===== config.mk =====
export PLATFORM = sky130hd
export DESIGN_NAME = rbcp_reg_bank_flat
export DESIGN_NICKNAME = d
export VERILOG_FILES = /design/src/rtl/rbcp_reg_bank_pkg.sv /design/src/rtl/rbcp_reg_bank_if.sv /design/src/rtl/rbcp_reg_bank_addr_decode.sv /design/src/rtl/rbcp_reg_bank.sv /design/src/flat_wrapper.sv
export SDC_FILE = /design/constraint.sdc
export NUM_CORES = 1
export LEC_CHECK = 0
export ABC_CLOCK_PERIOD_IN_PS = 2100
export CORE_MARGIN = 3
export CORE_UTILIZATION = 35
export DETAILED_ROUTE_END_ITERATION = 8
export PLACE_DENSITY = 0.79
export SYNTH_ARGS = -nofsm -noshare
export SYNTH_HDL_FRONTEND = slang
export SYNTH_SLANG_ARGS = --single-unit

===== constraint.sdc =====
create_clock -name clk -period 2.1 [get_ports clk]
set_clock_uncertainty 0.1 [all_clocks]
set_input_delay 0.315 -clock clk [delete_from_list [all_inputs] [get_ports clk]]
set_output_delay 0.315 -clock clk [all_outputs]
set_load 0.03 [all_outputs]

===== src/rtl/rbcp_reg_bank_pkg.sv =====
// Shared constants and decode result type for the RBCP register bank.
package rbcp_pkg;

   // Bus geometry
   localparam int DATA_W   = 8;
   localparam int ADDR_W   = 32;

   // Register index width: covers up to 128 control and 128 status registers
   localparam int IDX_W    = 8;
   localparam int MAX_REGS = 128;

   // Offsets of the two register groups relative to BASE_ADDR.
   // Control registers start at the base, status follows the last control.
   localparam int CTRL_OFS = 0;

   // Result of decoding one bus address
   typedef struct packed {
      logic             ctrl_hit;
      logic             stat_hit;
      logic             oor;
      logic [IDX_W-1:0] idx;
   } rbcp_dec_t;

endpackage


===== src/rtl/rbcp_reg_bank_if.sv =====
// RBCP host bus: strobes, address and data towards the bank, ack/read data back.
interface rbcp_if;
   import rbcp_pkg::*;

   logic              rbcp_we;
   logic              rbcp_re;
   logic [ADDR_W-1:0] rbcp_addr;
   logic [DATA_W-1:0] rbcp_wd;
   logic [DATA_W-1:0] rbcp_rd;
   logic              rbcp_ack;

   modport master (
      output rbcp_we, rbcp_re, rbcp_addr, rbcp_wd,
      input  rbcp_rd, rbcp_ack
   );

   modport slave (
      input  rbcp_we, rbcp_re, rbcp_addr, rbcp_wd,
      output rbcp_rd, rbcp_ack
   );

endinterface


===== src/rtl/rbcp_reg_bank_addr_decode.sv =====
// Combinational address decoder: full 32-bit offset from the base, no aliasing.
module rbcp_addr_decode
   import rbcp_pkg::*;
#(
   parameter logic [ADDR_W-1:0] BASE_ADDR = 32'h0000_0000,
   parameter int                NUM_CTRL  = 16,
   parameter int                NUM_STAT  = 8
) (
   input  logic [ADDR_W-1:0] i_addr,
   output rbcp_dec_t         o_dec
);

   logic [ADDR_W-1:0] w_offset;

   // Offset wraps modulo 2^32, so addresses below the base land far out of range
   assign w_offset = i_addr - BASE_ADDR;

   // Classify the offset into control / status / out of range and derive the index
   always_comb begin
      o_dec          = '0;
      o_dec.ctrl_hit = (w_offset < ADDR_W'(CTRL_OFS + NUM_CTRL));
      o_dec.stat_hit = (w_offset >= ADDR_W'(CTRL_OFS + NUM_CTRL)) &&
                       (w_offset <  ADDR_W'(CTRL_OFS + NUM_CTRL + NUM_STAT));
      o_dec.oor      = !(o_dec.ctrl_hit || o_dec.stat_hit);
      if (o_dec.ctrl_hit) begin
         o_dec.idx = IDX_W'(w_offset - ADDR_W'(CTRL_OFS));
      end else if (o_dec.stat_hit) begin
         o_dec.idx = IDX_W'(w_offset - ADDR_W'(CTRL_OFS + NUM_CTRL));
      end
   end

endmodule


===== src/rtl/rbcp_reg_bank.sv =====
// RBCP register bank: 8-bit control (optionally self-clearing pulse) and
// read-only status registers behind a one-cycle-latency strobe/ack bus.
module rbcp_reg_bank
   import rbcp_pkg::*;
#(
   parameter logic [ADDR_W-1:0]          BASE_ADDR  = 32'h0000_0000,
   parameter int                         NUM_CTRL   = 16,
   parameter int                         NUM_STAT   = 8,
   parameter logic [NUM_CTRL-1:0]        PULSE_MASK = '0,
   parameter logic [NUM_CTRL*DATA_W-1:0] CTRL_INIT  = '0,
   // Status port keeps one byte when there are no status registers
   localparam int STAT_W = (NUM_STAT > 0) ? NUM_STAT * DATA_W : DATA_W
) (
   input  logic                         clk,
   input  logic                         rst_n,
   rbcp_if.slave                        bus,
   output logic [NUM_CTRL*DATA_W-1:0]   ctrl_q,
   output logic [NUM_CTRL-1:0]          ctrl_wr,
   output logic [NUM_CTRL*DATA_W-1:0]   pulse_q,
   input  logic [STAT_W-1:0]            stat_d
);

   rbcp_dec_t         w_dec;
   logic              w_req;
   logic              w_rd_req;
   logic [DATA_W-1:0] w_rd_data;
   logic              r_ack;
   logic [DATA_W-1:0] r_rd;

   rbcp_addr_decode #(
      .BASE_ADDR (BASE_ADDR),
      .NUM_CTRL  (NUM_CTRL),
      .NUM_STAT  (NUM_STAT)
   ) u_decode (
      .i_addr (bus.rbcp_addr),
      .o_dec  (w_dec)
   );

   // A simultaneous write wins over the read; only one ack is produced
   assign w_req    = bus.rbcp_we | bus.rbcp_re;
   assign w_rd_req = bus.rbcp_re & ~bus.rbcp_we;

   for (genvar gi = 0; gi < NUM_CTRL; gi++) begin : g_ctrl
      logic              w_hit;
      logic [DATA_W-1:0] r_ctrl;
      logic [DATA_W-1:0] r_pulse;
      logic              r_wr;

      assign w_hit = bus.rbcp_we & w_dec.ctrl_hit & (w_dec.idx == IDX_W'(gi));

      // Register storage, write strobe and pulse output; pulse registers never hold data
      always_ff @(posedge clk or negedge rst_n) begin
         if (!rst_n) begin
            r_ctrl  <= PULSE_MASK[gi] ? '0 : CTRL_INIT[gi*DATA_W +: DATA_W];
            r_pulse <= '0;
            r_wr    <= 1'b0;
         end else begin
            r_wr    <= w_hit;
            r_pulse <= (w_hit && PULSE_MASK[gi]) ? bus.rbcp_wd : '0;
            if (w_hit && !PULSE_MASK[gi]) begin
               r_ctrl <= bus.rbcp_wd;
            end
         end
      end

      assign ctrl_q [gi*DATA_W +: DATA_W] = r_ctrl;
      assign pulse_q[gi*DATA_W +: DATA_W] = r_pulse;
      assign ctrl_wr[gi]                  = r_wr;
   end

   // Select the addressed byte; status comes straight from stat_d at the capturing edge
   always_comb begin
      w_rd_data = '0;
      if (w_dec.ctrl_hit) begin
         for (int i = 0; i < NUM_CTRL; i++) begin
            if (w_dec.idx == IDX_W'(i)) begin
               w_rd_data = ctrl_q[i*DATA_W +: DATA_W];
            end
         end
      end else if (w_dec.stat_hit) begin
         for (int j = 0; j < NUM_STAT; j++) begin
            if (w_dec.idx == IDX_W'(j)) begin
               w_rd_data = stat_d[j*DATA_W +: DATA_W];
            end
         end
      end
   end

   // Ack every in-range request one cycle later; read data is zero unless a read is acked
   always_ff @(posedge clk or negedge rst_n) begin
      if (!rst_n) begin
         r_ack <= 1'b0;
         r_rd  <= '0;
      end else begin
         r_ack <= w_req & ~w_dec.oor;
         r_rd  <= (w_rd_req && !w_dec.oor) ? w_rd_data : '0;
      end
   end

   assign bus.rbcp_ack = r_ack;
   assign bus.rbcp_rd  = r_rd;

endmodule


===== src/flat_wrapper.sv =====
// flat-port wrapper written by rule: the top's interface ports become plain ports
module rbcp_reg_bank_flat import rbcp_pkg::*;
#(
   parameter logic [ADDR_W-1:0]          BASE_ADDR  = 32'h0000_0000,
   parameter int                         NUM_CTRL   = 16,
   parameter int                         NUM_STAT   = 8,
   parameter logic [NUM_CTRL-1:0]        PULSE_MASK = '0,
   parameter logic [NUM_CTRL*DATA_W-1:0] CTRL_INIT  = '0,
                                                                   
   localparam int STAT_W = (NUM_STAT > 0) ? NUM_STAT * DATA_W : DATA_W
)
  (clk, rst_n, ctrl_q, ctrl_wr, pulse_q, stat_d, bus_rbcp_we, bus_rbcp_re, bus_rbcp_addr, bus_rbcp_wd, bus_rbcp_rd, bus_rbcp_ack);
  rbcp_if bus_i ();
  input  logic clk;
  input  logic rst_n;
  output logic [NUM_CTRL*DATA_W-1:0] ctrl_q;
  output logic [NUM_CTRL-1:0] ctrl_wr;
  output logic [NUM_CTRL*DATA_W-1:0] pulse_q;
  input  logic [STAT_W-1:0] stat_d;
  input wire logic [$bits(bus_i.rbcp_we)-1:0] bus_rbcp_we;
  input wire logic [$bits(bus_i.rbcp_re)-1:0] bus_rbcp_re;
  input wire logic [$bits(bus_i.rbcp_addr)-1:0] bus_rbcp_addr;
  input wire logic [$bits(bus_i.rbcp_wd)-1:0] bus_rbcp_wd;
  output wire logic [$bits(bus_i.rbcp_rd)-1:0] bus_rbcp_rd;
  output wire logic [$bits(bus_i.rbcp_ack)-1:0] bus_rbcp_ack;
  assign bus_i.rbcp_we = bus_rbcp_we;
  assign bus_i.rbcp_re = bus_rbcp_re;
  assign bus_i.rbcp_addr = bus_rbcp_addr;
  assign bus_i.rbcp_wd = bus_rbcp_wd;
  assign bus_rbcp_rd = bus_i.rbcp_rd;
  assign bus_rbcp_ack = bus_i.rbcp_ack;
  rbcp_reg_bank #(.BASE_ADDR(BASE_ADDR), .NUM_CTRL(NUM_CTRL), .NUM_STAT(NUM_STAT), .PULSE_MASK(PULSE_MASK), .CTRL_INIT(CTRL_INIT)) u_core (.clk(clk), .rst_n(rst_n), .bus(bus_i), .ctrl_q(ctrl_q), .ctrl_wr(ctrl_wr), .pulse_q(pulse_q), .stat_d(stat_d));
endmodule

Yosys cells after proc, flatten, opt, wreduce, memory -nomap -nowiden:

Cells that the tools add are included.

* register bits: 153
* input bits: 108
* logic and storage cells: 107

* add/sub/neg operators: 1
* $lt $le $gt $ge: 3
* equality and inequality tests: 15
* mux-type cells: 29
* bitwise operators: 21
* reductions and logical operators: 4

Operators by type and width (number)
* $mux W8: 29
* $eq A8 B4 Y1 const B: 8
* $lt A32 B5 Y1 const B: 2
* $eq A8 B3 Y1 const B: 4
* $ge A32 B5 Y1 const B: 1
* $and A1 B1 Y1: 19
* $eq A8 B2 Y1 const B: 2
* $eq A8 B1 Y1 const B: 1
* $logic_not A8 Y1: 1
* $sub A8 B5 Y8 const B: 1
* $logic_and A1 B1 Y1: 2
* $logic_or A1 B1 Y1: 1
* $not A1 Y1: 1
* $or A1 B1 Y1: 1

Depth between registers and ports, before layout:

Gate-level depths: netlist of run 1.

* word-level depth: 23
* depth in mapped cells: 12
* mapped depth without buffers: 10

By module:

From an unflattened synthesis of run 1, not the netlist that was laid out.

* cell total of the unflattened synthesis: 840
* area total of the unflattened synthesis: 9066.2 um^2

Modules (own cells, without submodules)
* rbcp_reg_bank: instances 1, cells each 800, area an instance 8803.4 um^2
* rbcp_addr_decode: instances 1, cells each 40, area an instance 262.8 um^2

Least setup slack after synthesis of run 1:

No wires, ideal clock.

* kind: input -> register
* start point: input bus_rbcp_addr[5]
* end point: register u_core.g_ctrl[11].r_ctrl[0]
* arrival time: 2.508 ns
* required time: 1.872 ns
* path slack: -0.635 ns
* cell stages on the path: 9
* path through: inv_1 ha_1 a21oi_1 o21ai_1 or3_4 or4_1 buf_2 nor2_8 mux2_1

* cells in the longest elaborated chain, start to end: 6
* elaborated cells on any way between the ends: 10

RTL lines
* start: declaration: RTL line flat_wrapper.sv:22 `input wire logic [$bits(bus_i.rbcp_addr)-1:0] bus_rbcp_addr;`
* $ge A32 B5 Y1 or $lt A32 B5 Y1 (tied branches): RTL line rbcp_reg_bank_addr_decode.sv:22, rbcp_reg_bank_addr_decode.sv:23
* $logic_and A1 B1 Y1: RTL line rbcp_reg_bank_addr_decode.sv:22 `o_dec.stat_hit = (w_offset >= ADDR_W'(CTRL_OFS + NUM_CTRL)) &&`
* $mux W8: RTL line rbcp_reg_bank_addr_decode.sv:27 `end else if (o_dec.stat_hit) begin`
* $mux W8: RTL line rbcp_reg_bank_addr_decode.sv:25 `if (o_dec.ctrl_hit) begin`
* $eq A8 B4 Y1: RTL line rbcp_reg_bank.sv:49 `assign w_hit = bus.rbcp_we & w_dec.ctrl_hit & (w_dec.idx == IDX_W'(gi));`
* $and A1 B1 Y1 (*): RTL line rbcp_reg_bank.sv:49
* net u_core.g_ctrl[11].w_hit: RTL line rbcp_reg_bank.sv:44 `logic w_hit;`
* end signal: assignment: RTL line rbcp_reg_bank.sv:54 `r_ctrl <= PULSE_MASK[gi] ? '0 : CTRL_INIT[gi*DATA_W +: DATA_W];`
* end signal: assignment: RTL line rbcp_reg_bank.sv:61 `r_ctrl <= bus.rbcp_wd;`
* end: declaration: RTL line rbcp_reg_bank.sv:45 `logic [DATA_W-1:0] r_ctrl;`

Mark *: on every way through the listed nets, which the timed path passes. The rest lies on a longest branch.
A chain may end at the register's enable or synchronous reset.

Worst setup path after layout of run 1:

* start point: input bus_rbcp_addr[26]
* end point: register u_core.r_rd[1] (netlist: u_core.bus.rbcp_rd[1])

* cells in the longest elaborated chain, start to end: 23
* elaborated cells on any way between the ends: 51

RTL lines
* $ge A32 B5 Y1 or $lt A32 B5 Y1 (tied branches): RTL line rbcp_reg_bank_addr_decode.sv:22, rbcp_reg_bank_addr_decode.sv:23
* $logic_and A1 B1 Y1: RTL line rbcp_reg_bank_addr_decode.sv:22
* $mux W8: RTL line rbcp_reg_bank_addr_decode.sv:27
* $mux W8: RTL line rbcp_reg_bank_addr_decode.sv:25
* $logic_not A8 Y1: RTL line rbcp_reg_bank.sv:76, rbcp_reg_bank.sv:82
* $mux W8 (16 in series): RTL line rbcp_reg_bank.sv:76 `if (w_dec.idx == IDX_W'(i)) begin`
* $mux W8: RTL line rbcp_reg_bank.sv:74 `if (w_dec.ctrl_hit) begin`
* $mux W8 (*): RTL line rbcp_reg_bank.sv:96 `r_rd <= (w_rd_req && !w_dec.oor) ? w_rd_data : '0;`
* end signal: assignment: RTL line rbcp_reg_bank.sv:96
* end: declaration: RTL line rbcp_reg_bank.sv:28 `logic [DATA_W-1:0] r_rd;`

Every way passes the cells marked *; elsewhere a longest branch is shown, timed or not.

==> reports/summary.md, run 1 <==
Worst path buffer plus inverter count: 2. The count of nets left with antenna violations once routing finished came out at 0. Counting distinct cell types in the post-synthesis netlist gives 74.

For this design the ratio of total power to cell area is 476 mW/mm². Compared with the post-synthesis result, the final layout area differs by 65.5%. The prevailing post-synth register cell was sky130_fd_sc_hd__dfrtp_1.

Clock tree synthesis selected as its root buffer the cell sky130_fd_sc_hd__clkbuf_16. CTS saw 153 sinks. The logs give 1,618 for the count of non-filler cells in the finished layout and 563 µV for the maximum VDD drop.

After clock tree synthesis, the clock-pin slew on the worst setup and hold paths is 0.07 ns. The tools report the type of destination of the critical path as a flip-flop. The tools report the depth of the CTS H-tree as 4.

Port buffering added 260 buffers. Before antenna repair, the detailed router went through 5 iterations. The global-route congestion overflow total is 0. The number of hold-slack violations in the final timing report was 0; the final weighted congestion of routability-driven global placement was 0.955. The number of antenna diodes was 0; the via count was 8,746. Of all nets on the critical path, the largest fanout is 8.

The critical path in this run is classified as in -> reg. The top-level port count is 389, and the count of flip-flops with a built-in enable after synthesis is 0. The run gives 0.427 as the part of the Yosys area used for sequential elements. The total setup violations reported at the end of the flow is 98. After the last flow step, the layout net total stands at 1,391. The die boundary width is 166 µm. Setup repair after global routing could not meet its margin everywhere.

The critical path runs through a total of 10 cells. The die covers 0.0276 mm². The number of buffers added by the clock tree synthesis step is 17, and the gate count of the mapped netlist is 834. For this run, the slowest stage of the critical path takes 0.50 ns. The ratio of cells with drive above 1 in the final layout was 0.400.

The checks that failed: setup timing. The post-synthesis async set-or-reset flop share was 1.00; the data required time at the worst endpoint was 2.30 ns. The total of warnings raised by yosys is 0.

The tool flagged a number of max-cap violations equal to 0. The element type at the critical path start is an input port. The overall power of the completed layout was 7.07 mW. Walking the worst path, the cells encountered are dlygate4sd2_1 -> nor4_4 -> nand4_4 -> or3_4 -> or4_4 -> buf_12 -> o21ai_0 -> nor2_1 -> o21ai_1 -> a31oi_1. The initial antenna violation count came out at 0.

The depth of the worst register-to-register path is 7. TritonCTS built the clock tree. For this block, the initial DRC count from the detailed router was 892. In this run the vertical extent of the chip is 166 µm. The detailed-route wire length per cell is 24.7 µm.

Fill cells in the final layout number 1,985. In this design, the largest share of critical-path delay is due to simple AND/OR/NAND/NOR gates. Counting tap cells, the placed design contains a total of 1,532 instances.

The worst-case setup margin in the final layout is -0.352 ns, and the effective utilization at floorplan is 0.362. After detailed routing, the number of remaining DRC violations is 0. For the first-pass GRT wire length, the log shows 57,800 µm. For the global-route usage over all layers, the log shows 0.276. The sum of net half-perimeters after detailed placement is 30,200 µm, and the via count of the first global-routing pass is 8,683. In this run the static leakage power is 6.87 nW.

The fraction of the cycle the final worst path needs came out at 1.17. The critical-path cell with the highest stage delay is sky130_fd_sc_hd__or4_4. The run finished, with violations left. In this run the worst hold path is classified as in -> async. The synthesis-stage register bit count came out at 153.

The wire length reported by the detailed router came out at 40,000 µm. Dividing the synthesized area by the synthesized cell count gives 10.8 µm². The total area inside the core boundary comes to 0.0247 mm².

Maximum clock frequency: 408 MHz. The number of max-slew violations in the final report was 0; the area of the mapped netlist was 0.00897 mm². At the worst endpoint, the arrival time is 2.65 ns. The maximum number of buffers from clock root to sink came out at 2.

On the final layout, the worst hold slack is 0.270 ns. In the routed layout, each cell is associated on average with a via count of 5.41. Entering global routing, the biggest net connects 51 pins. The routed design could run at a clock period as short as 2.45 ns.

The tools report the number of standard-cell rows in the floorplan as 57. For the clock latency on the worst-skew pair, the log shows 0.43 ns.
-- metal layers --
metal	vias up	GRT usage	wire length [µm]
li1	3699	-	-
met1	4356	0.359	15400
met2	610	0.464	19400
met3	81	0.0600	3900
met4	0	0.0854	1270
met5	-	0	0
-- registers in the layout, indices dropped and copies added (netlist names) --
register,cells
u_core.bus.rbcp_rd,8
u_core.g_ctrl.r_wr,16
u_core.bus.rbcp_ack,1
u_core.g_ctrl.r_ctrl,128
-- path summary, 6_finish.rpt --
check,start,end,slack [ns]
max,bus_rbcp_addr[26],u_core.bus.rbcp_rd[1],-0.35
min,rst_n,u_core.g_ctrl[0].r_ctrl[4],0.27
max reg2reg,u_core.g_ctrl[2].r_ctrl[1],u_core.bus.rbcp_rd[1],0.17
min reg2reg,u_core.g_ctrl[5].r_ctrl[7],u_core.g_ctrl[5].r_ctrl[7],0.42
max in group asynchronous,rst_n,u_core.g_ctrl[11].r_ctrl[0],0.96
min in group clk,u_core.g_ctrl[5].r_ctrl[7],u_core.g_ctrl[5].r_ctrl[7],0.42
-- layout by cell type (no fill, tap or decap), drive strengths merged, types with 5 or more instances in the layout --
cell type      Yosys  routed
dfrtp            153     153
nor2              47      49
and3               7       7
clkbuf            17      22
clkdlybuf4s50      0     227
o221ai            10      10
buf              162     232
a222oi             9       9
a22oi             18      18
o21ai             28      28
nor4              17      17
nand3             13      13
o211ai             5       5
mux2             122     122
clkinv             0       5
o22ai              9       9
conb               1     128
nor3              17      17
or3                5       5
a21oi             30      30
nand4             10      10
a221oi            11      11
nand2             68      70
inv               11      18
-- cell type report --
class | count | area [µm²] | share of cell area
tap | 324 | 405 | 0.0273
sequential | 153 | 3830 | 0.258
multi-input combinational | 622 | 5320 | 0.358
inverter | 11 | 58.8 | 0.00396
timing repair buffer | 476 | 4630 | 0.312
clock inverter | 15 | 179 | 0.0121
clock buffer | 17 | 425 | 0.0287
-- report_power, final --
| group | internal, mW | switching (mW) |
|---|---|---|
| Sequential | 2.94 | 0.0000000253 |
| Combinational | 0.315 | 0.651 |
| Clock | 1.70 | 1.46 |
-- worst reg2reg max path, stage by stage, from the launching register on --
cell,delay [ns]
sky130_fd_sc_hd__dfrtp_1,0.41
sky130_fd_sc_hd__a221oi_1,0.27
sky130_fd_sc_hd__a21oi_1,0.09
sky130_fd_sc_hd__a32o_1,0.31
sky130_fd_sc_hd__o21ai_0,0.17
sky130_fd_sc_hd__a21oi_1,0.10
sky130_fd_sc_hd__o21ai_1,0.23
sky130_fd_sc_hd__a31oi_1,0.13
-- stage by stage --
step / cell area (µm²) / setup TNS, ns / util / worst slack, ns
detailed placement: 13100 / -149.79 / 0.528 / -1.29
floorplan: 10000 / -33.01 / - / -0.457
global route: 14800 / -18.31 / 0.600 / -0.394
finish: 14800 / -12.42 / 0.600 / -0.352
global placement: 13100 / -149.49 / 0.528 / -1.27
CTS: 14500 / -10.60 / 0.586 / -0.300
-- kinds of logic after synthesis --
family | Yosys count | synth area share
DFF | 153 | 0.427
muxes | 126 | 0.158
and+or+nand+nor | 208 | 0.146
buffers and inverters | 190 | 0.143
AOI/OAI and AO/OA | 154 | 0.123
adders and majority gates | 2 | 0.00279
other | 1 | 0.000418
-- Yosys cell counts (3+ instances only) --
| library cell | n | area [µm²] |
|---|---|---|
| sky130_fd_sc_hd__mux2_2 | 100 | 1130 |
| sky130_fd_sc_hd__nor3b_1 | 3 | 22.5 |
| sky130_fd_sc_hd__nor3_1 | 7 | 35.0 |
| sky130_fd_sc_hd__nor3_4 | 4 | 65.1 |
| sky130_fd_sc_hd__o211ai_1 | 5 | 37.5 |
| sky130_fd_sc_hd__nand4_1 | 9 | 56.3 |
| sky130_fd_sc_hd__dfrtp_1 | 153 | 3830 |
| sky130_fd_sc_hd__a22oi_1 | 18 | 135 |
| sky130_fd_sc_hd__nor2b_1 | 4 | 25.0 |
| sky130_fd_sc_hd__nor4_4 | 7 | 149 |
| sky130_fd_sc_hd__and3_1 | 7 | 43.8 |
| sky130_fd_sc_hd__mux2_1 | 22 | 248 |
| sky130_fd_sc_hd__buf_1 | 4 | 15.0 |
| sky130_fd_sc_hd__a31oi_1 | 3 | 18.8 |
| sky130_fd_sc_hd__clkbuf_1 | 17 | 63.8 |
| sky130_fd_sc_hd__o22ai_1 | 9 | 56.3 |
| sky130_fd_sc_hd__a21oi_1 | 30 | 150 |
| sky130_fd_sc_hd__o221ai_1 | 10 | 87.6 |
| sky130_fd_sc_hd__a222oi_1 | 9 | 90.1 |
| sky130_fd_sc_hd__a211oi_1 | 4 | 30.0 |
| sky130_fd_sc_hd__a21o_1 | 3 | 22.5 |
| sky130_fd_sc_hd__o21ai_0 | 18 | 90.1 |
| sky130_fd_sc_hd__or3_1 | 4 | 25.0 |
| sky130_fd_sc_hd__a221oi_1 | 10 | 87.6 |
| sky130_fd_sc_hd__nor2_1 | 38 | 143 |
| sky130_fd_sc_hd__nand2b_1 | 3 | 18.8 |
| sky130_fd_sc_hd__nand3_1 | 13 | 65.1 |
| sky130_fd_sc_hd__o31ai_1 | 3 | 22.5 |
| sky130_fd_sc_hd__nor3_2 | 6 | 60.1 |
| sky130_fd_sc_hd__mux2i_1 | 4 | 40.0 |
| sky130_fd_sc_hd__nor2_4 | 6 | 67.6 |
| sky130_fd_sc_hd__nor4_1 | 7 | 43.8 |
| sky130_fd_sc_hd__nor4_2 | 3 | 37.5 |
| sky130_fd_sc_hd__buf_2 | 10 | 50.1 |
| sky130_fd_sc_hd__a22o_1 | 3 | 26.3 |
| sky130_fd_sc_hd__o21ai_1 | 9 | 45.0 |
| sky130_fd_sc_hd__inv_1 | 11 | 41.3 |
| sky130_fd_sc_hd__buf_4 | 147 | 1100 |
| sky130_fd_sc_hd__nand2_1 | 66 | 248 |
-- repair_timing --
item / 4_1_cts / 5_1_grt
hold endpoints to repair: 39 / 0
setup endpoints to repair: 152 / 145
gates cloned: 7 / 1
hold buffers: 1 / 0
pin swaps: 56 / 53
gates resized for setup: 176 / 86
buffers inserted: 38 / 18
Power figures use the tool's default switching activity.
==> run 2, diff against run 1 <==
- DONT_BUFFER_PORTS: not set -> 1
- PLACE_DENSITY: 0.79 -> 0.6
==> reports/summary.md, run 2 (synthesis gave the netlist of run 1 again) <==
The final-layout fill cell count came out at 2,287 (+15%). For the worst slew margin relative to its limit, the log shows 0.444. The total setup violations reported at the end of the flow was 23 (-77%).

The run gives 0 (unchanged) as the number of routed nets with antenna violations. The depth of the worst register-to-register path was 7 (unchanged). The count of buffers from port buffering is 0 (-100%), and the maximum number of buffers from clock root to sink is 2 (unchanged). Compared with the post-synthesis result, the final layout area differs by 32.3%.

The maximum VDD drop came out at 475 µV (-16%). In the layout the commonest cells are sky130_fd_sc_hd__dfrtp_1, sky130_fd_sc_hd__buf_4, sky130_fd_sc_hd__conb_1. Final weighted congestion of routability-driven global placement: 0.975 (+2.1%). Type of destination of the critical path: a flip-flop. The number of nets in the layout is 1,113 (-20%), and the largest net degree at the start of global routing is 154 (+200%). Count of maximum capacitance violations: 0 (unchanged). The violation count after the first detailed-route iteration came out at 552 (-38%). The worst-case setup margin in the final layout is -0.230 ns (+0.122 ns), and the y dimension of the die is 166 µm (unchanged). The logs give 37,200 µm (-6.9%) for the wire length reported by the detailed router and 28,200 µm (-6.5%) for the sum of net half-perimeters after detailed placement. The post-placement cell area was 0.0105 mm² (-20%); the total power per unit cell area was 546 mW/mm² (+15%).

The fraction of the cycle the final worst path needs was 1.11 (-0.0583). Leading cell type in the layout, fill and taps excluded: sky130_fd_sc_hd__dfrtp_1. The overall power of the completed layout was 6.48 mW (-8.4%). The clock latency on the worst-skew pair was 0.43 ns (about the same); the via count of the first global-routing pass was 7,555 (-13%). The final hold slack came out at -0.529 ns (-0.799 ns). The worst setup path is of the in -> reg kind. The largest register by flop count was u_core.g_ctrl.r_ctrl.

Setup repair after global routing could not meet its margin everywhere. The logs give 0.0247 mm² (unchanged) for the core outline area and 0 (unchanged) for the number of remaining DRC errors. The via density per instance is 5.60 (+3.7%), and the die area is 0.0276 mm² (unchanged). The number of max-slew violations in the final report is 0 (unchanged). The first-pass GRT wire length is 53,000 µm (-8.4%), and the depth of the CTS H-tree is 4 (unchanged). Effective utilization at floorplan: 0.362 (unchanged). The top-level port count is 389 (unchanged). The number of hold-slack violations in the final timing report came out at 153 (+153). The number of standard-cell rows in the floorplan came out at 57 (unchanged). The die boundary width came out at 166 µm (unchanged). The global-route usage over all layers is 0.258 (-0.0187), and the minimum period implied by the final worst setup slack is 2.33 ns (-0.122 ns).

The worst-case setup slack after placement was -0.715 ns (+0.579 ns); the clock-pin slew of the registers on the worst-case setup and hold paths was 0.07 ns (about the same). For the via count, the log shows 7,515 (-14%). The arrival time of data at the critical path endpoint was 2.54 ns (-0.11 ns). The number of hold-repair buffers added at the cts stage is 8 (+7), and the global routing met3 resource utilization is 0.101 (+0.0407). The tools report the clock tree root buffer cell as sky130_fd_sc_hd__clkbuf_16.

The flow ran to the end, but the final reports show violations. The flip-flop count of the largest register after layout is 128 (unchanged). The met1 global-route usage was 0.308 (-0.0512); the number of buffers added by the clock tree synthesis step was 17 (unchanged).

The ratio of cells with drive above 1 in the final layout was 0.443 (+0.0426); the detailed-route wire length per cell was 27.8 µm (+12%). The global-route congestion overflow total was 0 (unchanged). For the pin with the worst max-slew slack, the measured transition is 0.831 ns.

The min-delay analysis places its worst path in the category in -> async. The tools report the static leakage as 5.77 nW (-16%). The finished layout cell area was 0.0119 mm² (-20%). The tools report the initial antenna violation count as 2 (+2).

Number of search-and-repair iterations in the first detailed-routing pass: 5 (unchanged). Data required time at the worst endpoint: 2.31 ns (about the same). The busiest layer in global routing was met2.

The final-layout setup total negative slack is -3.20 ns (+9.21 ns). TritonCTS built the clock tree. The final reports fail on hold timing, setup timing. The logs give 429 MHz (+5.3%) for the maximum clock frequency and 0.428 (-0.0353) for the met2 track demand over resource. The element type at the critical path start was an input port.

The number of clock sinks seen by CTS was 153 (unchanged); the maximum fanout encountered on the critical timing path was 6 (-2).
==> run 2: changes by cell type in the layout (fill, tap and decap cells not counted), sizes merged, moves of 2 or more <==
cell | previous run | this run
dlygate4sd2 | 4 | 0
clkbuf | 22 | 17
clkdlybuf4s50 | 227 | 0
buf | 232 | 191
clkdlybuf4s15 | 4 | 0
dlygate4sd3 | 1 | 8
dlymetal6s2s | 2 | 0
==> run 2: final timing paths <==
path / startpoint / slack (ns) / to
max: bus_rbcp_addr[11] / -0.23 / u_core.g_ctrl[11].r_ctrl[6]
min: rst_n / -0.53 / u_core.g_ctrl[4].r_ctrl[5]
max reg2reg: u_core.g_ctrl[1].r_ctrl[7] / 0.17 / u_core.bus.rbcp_rd[7]
min reg2reg: u_core.g_ctrl[2].r_ctrl[6] / 0.46 / u_core.g_ctrl[2].r_ctrl[6]
max in group asynchronous: rst_n / 2.16 / u_core.g_ctrl[7].r_ctrl[0]
min in group clk: bus_rbcp_we / 0.02 / u_core.bus.rbcp_ack
==> run 2: through the flow <==
stage | hold slack, ns | utilization | instances
floorplan | -0.0806 | - | 961
global placement | -0.0760 | 0.424 | 1274
detailed placement | -0.0769 | 0.424 | 1274
CTS | -0.540 | 0.463 | 1325
global route | -0.546 | 0.479 | 1341
finish | -0.529 | 0.479 | 1341
==> run 2: routing by layer <==
metal | vias to the layer above | wire length, µm
li1 | 3130 | -
met1 | 3793 | 13700
met2 | 517 | 18000
met3 | 75 | 4400
met4 | 0 | 1120
met5 | - | 0
==> run 2: where the power goes <==
part           switching (mW)  leakage (nW)  internal, mW
logic                   0.453          3.37         0.110
registers        0.0000000682          2.13          2.95
clock network            1.41         0.270          1.56
==> run 2: cell type report <==
cell class / count / area, µm² / area share
inverters: 11 / 58.8 / 0.00496
multi-input cells: 621 / 5160 / 0.435
well taps: 324 / 405 / 0.0342
repair buffers: 199 / 1850 / 0.156
clock buffers: 17 / 425 / 0.0358
flip-flops and latches: 153 / 3830 / 0.323
clock inverters: 15 / 133 / 0.0112
diodes: 1 / 2.50 / 0.000211
==> run 2: what timing repair did <==
action | CTS | global route
endpoints found under the hold margin | 281 | 153
gates cloned | 4 | 1
pin swaps | 20 | 51
gates resized for setup | 36 | 68
setup endpoints to repair | 65 | 95
buffers inserted | 8 | 18
==> run 2: critical path: stages <==
cell and delay, ns:
sky130_fd_sc_hd__nor4_4 0.30, sky130_fd_sc_hd__nand4_4 0.16, sky130_fd_sc_hd__or3_4 0.45, sky130_fd_sc_hd__buf_12 0.18
sky130_fd_sc_hd__or4_4 0.58, sky130_fd_sc_hd__nor2_8 0.21, sky130_fd_sc_hd__mux2_4 0.33
